--- config.mk ---
export PLATFORM = sky130hd
export DESIGN_NAME = ldm_stm_seq
export DESIGN_NICKNAME = d
export VERILOG_FILES = /design/src/rtl/ldm_stm_seq.sv
export SDC_FILE = /design/constraint.sdc
export NUM_CORES = 1
export LEC_CHECK = 0
export BUFFER_PORTS_ARGS = -buffer_cell sky130_fd_sc_hd__buf_2
export CORE_MARGIN = 2
export CORE_UTILIZATION = 59
export CTS_CLUSTER_SIZE = 28
export DETAILED_ROUTE_END_ITERATION = 8
export GPL_TIMING_DRIVEN = 1
export HOLD_SLACK_MARGIN = 0.03
export PLACE_DENSITY = 0.95
export SYNTH_ARGS = -nofsm -noshare
export SYNTH_HDL_FRONTEND = slang
export SYNTH_SLANG_ARGS = --single-unit
--- constraint.sdc ---
create_clock -name clk -period 10.05 [get_ports clk]
set_input_delay 0.5025 -clock clk [delete_from_list [all_inputs] [get_ports clk]]
set_output_delay 0.5025 -clock clk [all_outputs]
set_load 0.005 [all_outputs]
--- src/rtl/ldm_stm_seq.sv ---
// LDM/STM block-transfer sequencer: walks a register list and issues one memory beat per register.
// Define LDM_STM_PC_EN to let LDM load r15 through pc_we/pc_wd; otherwise r15 is dropped from LDM lists.
module ldm_stm_seq (
    input  logic        clk,
    input  logic        reset_n,
    input  logic        start,
    input  logic        is_load,
    input  logic        p_bit,
    input  logic        u_bit,
    input  logic        wback,
    input  logic [3:0]  rn,
    input  logic [31:0] base,
    input  logic [15:0] reglist,
    output logic [3:0]  ra,
    input  logic [31:0] rd,
    output logic        we,
    output logic [3:0]  wa,
    output logic [31:0] wd,
    output logic        mem_req,
    output logic        mem_we,
    output logic [31:0] mem_addr,
    output logic [31:0] mem_wdata,
    input  logic [31:0] mem_rdata,
    input  logic        mem_ack,
    output logic        pc_we,
    output logic [31:0] pc_wd,
    output logic        busy,
    output logic        done
);

    localparam int unsigned DW = 32;
    localparam int unsigned RW = 4;
    localparam int unsigned LW = 16;
    localparam int unsigned CW = 5;

    typedef enum logic [1:0] {S_IDLE, S_XFER, S_WB, S_DONE} state_t;

    state_t          state, state_nxt;
    logic [LW-1:0]   list_q;
    logic [DW-1:0]   addr_q;
    logic [DW-1:0]   final_q;
    logic            load_q;
    logic            wb_q;
    logic [RW-1:0]   rn_q;

    logic [LW-1:0]   list_in;
    logic [CW-1:0]   cnt_in;
    logic [DW-1:0]   span;
    logic [DW-1:0]   addr_in;
    logic [DW-1:0]   final_in;
    logic            wb_in;
    logic [RW-1:0]   cur;
    logic [LW-1:0]   list_nxt;
    logic            pc_hit;

    function automatic logic [CW-1:0] popcount(input logic [LW-1:0] v);
        popcount = '0;
        for (int i = 0; i < int'(LW); i++) popcount = popcount + CW'(v[i]);
    endfunction

    function automatic logic [RW-1:0] lowest(input logic [LW-1:0] v);
        lowest = '0;
        for (int i = int'(LW) - 1; i >= 0; i--) if (v[i]) lowest = RW'(i);
    endfunction

    // Start-time decode: effective list, beat count, first address, final base
    always_comb begin
`ifdef LDM_STM_PC_EN
        list_in = reglist;
`else
        list_in = {reglist[15] & ~is_load, reglist[14:0]};
`endif
        cnt_in = popcount(list_in);
        span   = DW'({cnt_in, 2'b00});
        case ({p_bit, u_bit})
            2'b01:   addr_in = base;
            2'b11:   addr_in = base + DW'(4);
            2'b00:   addr_in = base - span + DW'(4);
            default: addr_in = base - span;
        endcase
        final_in = u_bit ? (base + span) : (base - span);
        // A loaded base wins over write-back; r15 is never written back
        wb_in    = wback && (rn != 4'hF) && !(is_load && list_in[rn]);
    end

    always_comb begin
        cur      = lowest(list_q);
        list_nxt = list_q & (list_q - LW'(1));
`ifdef LDM_STM_PC_EN
        pc_hit   = (cur == 4'hF);
`else
        pc_hit   = 1'b0;
`endif
    end

    always_ff @(posedge clk or negedge reset_n) begin
        if (!reset_n) state <= S_IDLE;
        else          state <= state_nxt;
    end

    always_ff @(posedge clk or negedge reset_n) begin
        if (!reset_n) begin
            list_q  <= '0;
            addr_q  <= '0;
            final_q <= '0;
            load_q  <= 1'b0;
            wb_q    <= 1'b0;
            rn_q    <= '0;
        end else if (state == S_IDLE && start) begin
            list_q  <= list_in;
            addr_q  <= addr_in;
            final_q <= final_in;
            load_q  <= is_load;
            wb_q    <= wb_in;
            rn_q    <= rn;
        end else if (state == S_XFER && mem_ack) begin
            list_q  <= list_nxt;
            addr_q  <= addr_q + DW'(4);
        end
    end

    always_comb begin
        state_nxt = state;
        case (state)
            S_IDLE: if (start) state_nxt = (cnt_in == '0) ? S_DONE : S_XFER;
            S_XFER: if (mem_ack && list_nxt == '0) state_nxt = wb_q ? S_WB : S_DONE;
            S_WB:   state_nxt = S_DONE;
            S_DONE: state_nxt = S_IDLE;
            default: state_nxt = S_IDLE;
        endcase
    end

    always_comb begin
        ra        = '0;
        we        = 1'b0;
        wa        = '0;
        wd        = '0;
        mem_req   = 1'b0;
        mem_we    = 1'b0;
        mem_addr  = '0;
        mem_wdata = '0;
        pc_we     = 1'b0;
        pc_wd     = '0;
        busy      = (state != S_IDLE);
        done      = (state == S_DONE);
        case (state)
            S_XFER: begin
                mem_req  = 1'b1;
                mem_addr = addr_q;
                if (!load_q) begin
                    mem_we    = 1'b1;
                    ra        = cur;
                    mem_wdata = rd;
                end else if (mem_ack) begin
                    if (pc_hit) begin
                        pc_we = 1'b1;
                        pc_wd = mem_rdata;
                    end else begin
                        we = 1'b1;
                        wa = cur;
                        wd = mem_rdata;
                    end
                end
            end
            S_WB: begin
                we = 1'b1;
                wa = rn_q;
                wd = final_q;
            end
            default: ;
        endcase
    end

endmodule

Word-level counts from Yosys, hierarchy flattened
Cells that the tools add are included.

$add $sub $neg: 21. Multipliers: 0. Div/mod/pow operators: 0. Order comparisons: 1. Eq/ne operators: 8. Shifts and indexed selects: 0. Mux-type cells: 46. Bitwise operators: 3. Reduce and logical (&&, ||, !) cells: 14.

Operators by type and width (count): two-way mux 32 bit (8); adder 32 x 3 -> 32 bit, second input constant (3); case mux 32 bit (3 select lines) (1); two-way mux 4 bit (20); case mux 32 bit (2 select lines) (1); adder 5 x 1 -> 5 bit (11); adder 32 x 7 -> 32 bit (1); two-way mux 16 bit (2); subtractor 32 x 7 -> 32 bit (1); bitwise AND 16 bit (1); logical NOT 16 bit (1); subtractor 16 x 1 -> 16 bit, second input constant (1); case mux 2 bit (4 select lines) (1); case mux 4 bit (2 select lines) (1); two-way mux 1 bit (7); == test 2 bit, second input constant (3); logical AND 1 bit (6); two-way mux 2 bit (3); adder 4 x 1 -> 5 bit (1); logical NOT 5 bit (1); < comparator 4 x 5 -> 1 bit, second input constant (1); adder 3 x 1 -> 4 bit (1); binary-select mux 1 bit (select 4 bit) (1); == test 2 x 1 -> 1 bit, second input constant (2); 12 further kinds (14).

Flip-flop bits (word level): 88. Bits in latches: 0. Memory bits (writable): 0. Bits in read-only memories: 0. Bits of input ports: 124. Output and inout port bits: 142. Logic and storage cells: 100. Memories kept: 0.

Logic depth before layout (Yosys ltp)
Depth after elaboration: 19. Depth in mapped cells: 26. Mapped depth without buffers: 24.

Least setup slack after synthesis
Ideal clock, no wire load.

Kind: input to register. From: input port reglist[0]. To: register addr_q[15]. Library setup time: 0.121 ns. Arrival time: 6.690 ns. Data required time: 9.929 ns. Setup slack: 3.239 ns. Stages on the path: 23. Buffers on the path: 1. Cells stage by stage: inv_1 > fa_1 > fa_1 > fa_1 > fa_1 > inv_1 > ha_1 > a21o_1 > a21oi_1 > xor2_1 > inv_1 > ha_1 > clkbuf_1 > nor4b_1 > nor3_1 > nand2_1 > nand4bb_1 > a31oi_1 > or3b_2 > xnor2_1 > a211o_1 > a21o_1 > a22o_1.

Longest elaborated chain between the ends: 19.

RTL lines: start, declared (RTL line 13) `input logic [15:0] reglist,`; adder 1 x 1 -> 2 bit (*) (RTL line 58) `for (int i = 0; i < int'(LW); i++) popcount = popcount + CW'(v[i]);`; adder 2 x 1 -> 3 bit (*) (RTL line 58); adder 3 x 1 -> 4 bit (*) (RTL line 58); adder 4 x 1 -> 5 bit (*) (RTL line 58); adder 5 x 1 -> 5 bit (*) (11 in series) (RTL line 58); subtractor 32 x 7 -> 32 bit (*) (RTL line 78, 79); adder 32 x 3 -> 32 bit (RTL line 78) `2'b00: addr_in = base - span + DW'(4);`; case mux 32 bit (3 select lines) (*) (RTL line 75) `case ({p_bit, u_bit})`; two-way mux 32 bit (*) (RTL line 109) `end else if (state == S_IDLE && start) begin`; end signal, assigned (RTL line 111) `addr_q <= addr_in;`; end signal, assigned (RTL line 118) `addr_q <= addr_q + DW'(4);`; end, declared (RTL line 40) `logic [DW-1:0] addr_q;`.

Mark *: on every way between the ends. The rest lies on a longest branch, timed or not. A chain may end at the register's enable or synchronous reset.

Worst setup path in the final report
From: input port is_load. To: register addr_q[15].

Longest elaborated chain between the ends: 7.

RTL lines: start, declared (RTL line 7) `input logic is_load,`; NOT 1 bit (*) (RTL line 71) `list_in = {reglist[15] & ~is_load, reglist[14:0]};`; bitwise AND 1 bit (*) (RTL line 71); adder 5 x 1 -> 5 bit (*) (RTL line 58); subtractor 32 x 7 -> 32 bit (*) (RTL line 78, 79); adder 32 x 3 -> 32 bit (RTL line 78); case mux 32 bit (3 select lines) (*) (RTL line 75); two-way mux 32 bit (*) (RTL line 109).

Marks and branches as above.

==> metrics.md <==
| Metric | Value |
|---|---|
| CP Buf/Inv Count | 3 |
| Clock tree from TritonCTS | built |
| Number of failing hold endpoints at the final stage | 0 |
| Number of enable-type register cells in the synthesized netlist | 0 |
| Parity-gate share of the synthesized area counting xor and xnor cells | 0.101 |
| Violation count after the first detailed-route iteration | 1,148 |
| Final routed DRC violation total | 0 |
| Port bufs | 232 |
| YS warnings | 0 |
| Dominant combinational cell family by area after synthesis | simple AND/OR/NAND/NOR gates |
| Result of the run | completed |
| Total number of clock tree sinks | 88 |
| Antenna violations before repair | 1 |
| Per-cell routed wire length | 20.3 um |
| Detail Route Antenna Nets | 0 |
| Per-instance average area after synthesis | 7.42 um^2 |
| Cell repeated most along the worst path | sky130_fd_sc_hd__fa_1 |
| Beginning of the worst register-to-register path | list_q[0]$_DFFE_PN0P_ |
| Setup clock skew after layout | 8.45 ps |
| Fin crit period | 7210 ps |
| Path depth of the worst reg2reg path | 10 |
| Post-synthesis share of cell area spent on full adders, half adders and majority gates | 0.0620 |
| Commonest non-fill, non-tap cell in the layout | sky130_fd_sc_hd__buf_2 |
| Fmax achieved | 139 MHz |
| Maximum root-to-sink buffer count | 2 |
| Worst setup path class | input port to flop |
| Part of the cycle the worst path needs | 0.717 |
| Slowest stage delay, CP | 770 ps |
| Buffer count from post-CTS setup fixing | 0 |
| Share of synthesized area spent on multiplexers | 0.0189 |
| Maximum VDD drop | 0.139 mV |
| Maximum fanout along the worst path | 10 |
| Largest net degree at the start of global routing | 78 |
| Most used flip-flop cell after synthesis | sky130_fd_sc_hd__dfrtp_1 |
| CTS buffer count | 9 |
| Total Wirelength | 33,900 um |
| Top cell family by delay on the critical path | adder cells |
| Register-to-register setup slack | 6060 ps |
| Slew at the pin with the worst max-slew slack | 1320 ps |
| Standard cell area after detailed placement | 10,600 um^2 |
| Synth unique cells | 85 |
| Post-cts hold buffer count | 0 |
| CP endpoint kind | flop |
| Global-route wire length before repair | 52,300 um |
| Total power of the final layout | 2.69 mW |
| Clk root buf | sky130_fd_sc_hd__clkbuf_16 |
| Count of standard-cell rows | 46 |
| Slowest cell on crit path | sky130_fd_sc_hd__nor4b_1 |
| Resized Gates After CTS | 0 |
| Via total after detailed routing | 10,500 |
| Crit path arrival time | 7460 ps |
| Total track usage | 0.378 |
| Routed vias/inst | 6.30 |
| Die height | 132 um |
| Most frequent cells in the layout | 231 x sky130_fd_sc_hd__buf_2, 144 x sky130_fd_sc_hd__nand2_1, 118 x sky130_fd_sc_hd__nor2_1 |
| Post-route standard cell area excluding fillers | 10,900 um^2 |
| Setup_tns | 0 ps |
| Dpl hpwl | 25,800 um |
| Register area share after synthesis | 0.229 |
| Unrepaired setup endpoints after global routing | false |
| Final GP Congestion | 1.01 |
| Standard cell core area | 15,900 um^2 |
| Instance count of the mapped netlist | 1,294 |
| Synthesized-area fraction occupied by ao, oa, aoi and oai cells | 0.210 |
| Netlist area before placement | 9600 um^2 |
| Die width | 132 um |
| Clock transition at path regs | 70 ps |
| Area occupied by multi-input gates | 6680 um^2 |
| WP data required | 10,300 ps |
| Starting density of the core | 0.604 |
| Cell area power density | 247 nW/um^2 |
| Async set or reset register ratio after synthesis | 1.00 |
| Fin nets | 1,610 |
| Area Overhead vs Synth | 13.6% |
| # fillers | 1,386 |
| Count of H-tree levels built during CTS | 3 |
| Ordered list of cells on the worst path | buf_2, nand2b_1, fa_1, fa_1, fa_1, fa_1, inv_1, ha_1, a21o_1, a21oi_1, xor2_1, inv_1, ha_1, nor4b_1, nor3_1, nand2_1, nand4bb_1, a31oi_1, or3b_2, xnor2_1, a211o_1, a21o_1, a22o_1 |
| Static leakage | 4.90 nW |
| Share of synthesized cell area in and, or, nand and nor gates | 0.289 |
| Reg-to-Reg End | state[0]$_DFFE_PN0P_ |
| Max-slew violation total from the final report | 0 |
| Headroom to the max-slew limit | 0.117 |
| Die outline area | 17,300 um^2 |
| CP startpoint kind | input port |
| Number of placed I/O pins | 266 |
| Vias in the first global route | 9,836 |
| DR pass1 iterations | 9 |
| Sequential cell area | 2200 um^2 |
| Latest clock arrival within the worst-skew pair | 360 ps |
| Final Setup Violations | 0 |
| Fraction of final layout cells sized beyond drive strength 1 | 0.204 |
| Worst min-delay path category | input port to async pin |
| Max Cap Violations | 0 |
| Post-synthesis register bit count | 88 |
| Remaining global-route overflow | 0 |
final cells by class:
cell class | count | share of cell area
well taps | 216 | 0.0248
clock inverters | 6 | 0.00666
repair buffers | 242 | 0.114
multi-input cells | 1053 | 0.612
inverters | 54 | 0.0186
clock buffers | 10 | 0.0219
diodes | 1 | 0.000229
flip-flops and latches | 88 | 0.202
cell families (layout without fill, tap and decap cells):
| logic type | Yosys count | in the layout |
|---|---|---|
| xor gates and xnor gates | 111 | 111 |
| and+or+nand+nor | 544 | 544 |
| buffers and inverters | 185 | 312 |
| AOI/OAI and AO/OA | 311 | 311 |
| DFF | 88 | 88 |
| muxes | 13 | 13 |
| adders and majority gates | 41 | 41 |
| other | 1 | 34 |
synth_stat cells (10+ instances only):
cell                         n  area, um^2
sky130_fd_sc_hd__a211oi_1   16         120
sky130_fd_sc_hd__or3_1      10        62.6
sky130_fd_sc_hd__nand3_1    47         235
sky130_fd_sc_hd__dfrtp_1    88        2200
sky130_fd_sc_hd__a21oi_1    62         310
sky130_fd_sc_hd__inv_1      52         195
sky130_fd_sc_hd__nor2b_1    11        68.8
sky130_fd_sc_hd__o21ai_0    87         435
sky130_fd_sc_hd__fa_1       12         240
sky130_fd_sc_hd__nor2_1    118         443
sky130_fd_sc_hd__a31oi_1    12        75.1
sky130_fd_sc_hd__xor2_1     53         464
sky130_fd_sc_hd__o31ai_1    10        75.1
sky130_fd_sc_hd__nand4_1    21         131
sky130_fd_sc_hd__nor3_1     37         185
sky130_fd_sc_hd__o22ai_1    11        68.8
sky130_fd_sc_hd__clkbuf_1   77         289
sky130_fd_sc_hd__nand2_1   145         544
sky130_fd_sc_hd__buf_1      12        45.0
sky130_fd_sc_hd__and3_1     16         100
sky130_fd_sc_hd__nand2b_1   12        75.1
sky130_fd_sc_hd__nor4_1     12        75.1
sky130_fd_sc_hd__xnor2_1    58         508
sky130_fd_sc_hd__ha_1       26         325
sky130_fd_sc_hd__a22oi_1    35         263
sky130_fd_sc_hd__and2_1     69         432
sky130_fd_sc_hd__buf_4      33         248
sky130_fd_sc_hd__or2_2      11        68.8
sky130_fd_sc_hd__o211ai_1   18         135
flip-flops by register name, indices dropped and copies added, names as in the netlist:
| register | flops |
|---|---|
| addr_q | 32 |
| final_q | 32 |
| list_q | 16 |
| load_q | 1 |
| rn_q | 4 |
| state | 2 |
| wb_q | 1 |
metrics by stage:
step	util	hold WS (ps)	setup slack [ps]	instances
6_report	0.686	111	2840	1670
5_1_grt	0.686	152	2440	1669
4_1_cts	0.686	136	2880	1669
3_5_place_dp	0.667	464	2530	1653
3_3_place_gp	0.667	456	2760	1653
2_1_floorplan	-	207	3240	1326
worst max-delay path by stage:
stage | start | to | slack (ps) | depth (start not counted)
floorplan | reglist[0] | addr_q[15]$_DFFE_PN0P_ | 3240 | 23
CTS | is_load | addr_q[15]$_DFFE_PN0P_ | 2880 | 23
global route | reglist[0] | addr_q[24]$_DFFE_PN0P_ | 2440 | 23
detailed placement | is_load | addr_q[15]$_DFFE_PN0P_ | 2530 | 23
finish | is_load | addr_q[15]$_DFFE_PN0P_ | 2840 | 23
global placement | is_load | addr_q[15]$_DFFE_PN0P_ | 2760 | 23
routing by layer:
layer / vias to the layer above / global-route usage / share of wire
met1: 4954 / 0.444 / 0.37
li1: 4772 / - / -
met4: 0 / 0.240 / 0.070
met2: 646 / 0.644 / 0.48
met3: 144 / 0.0621 / 0.082
met5: - / 0 / 0
where the power goes:
part           internal (mW)  switching (mW)
clock                  0.203           0.165
combinational          0.642           0.989
sequential             0.516           0.176
(Power assumes the default switching activity.)
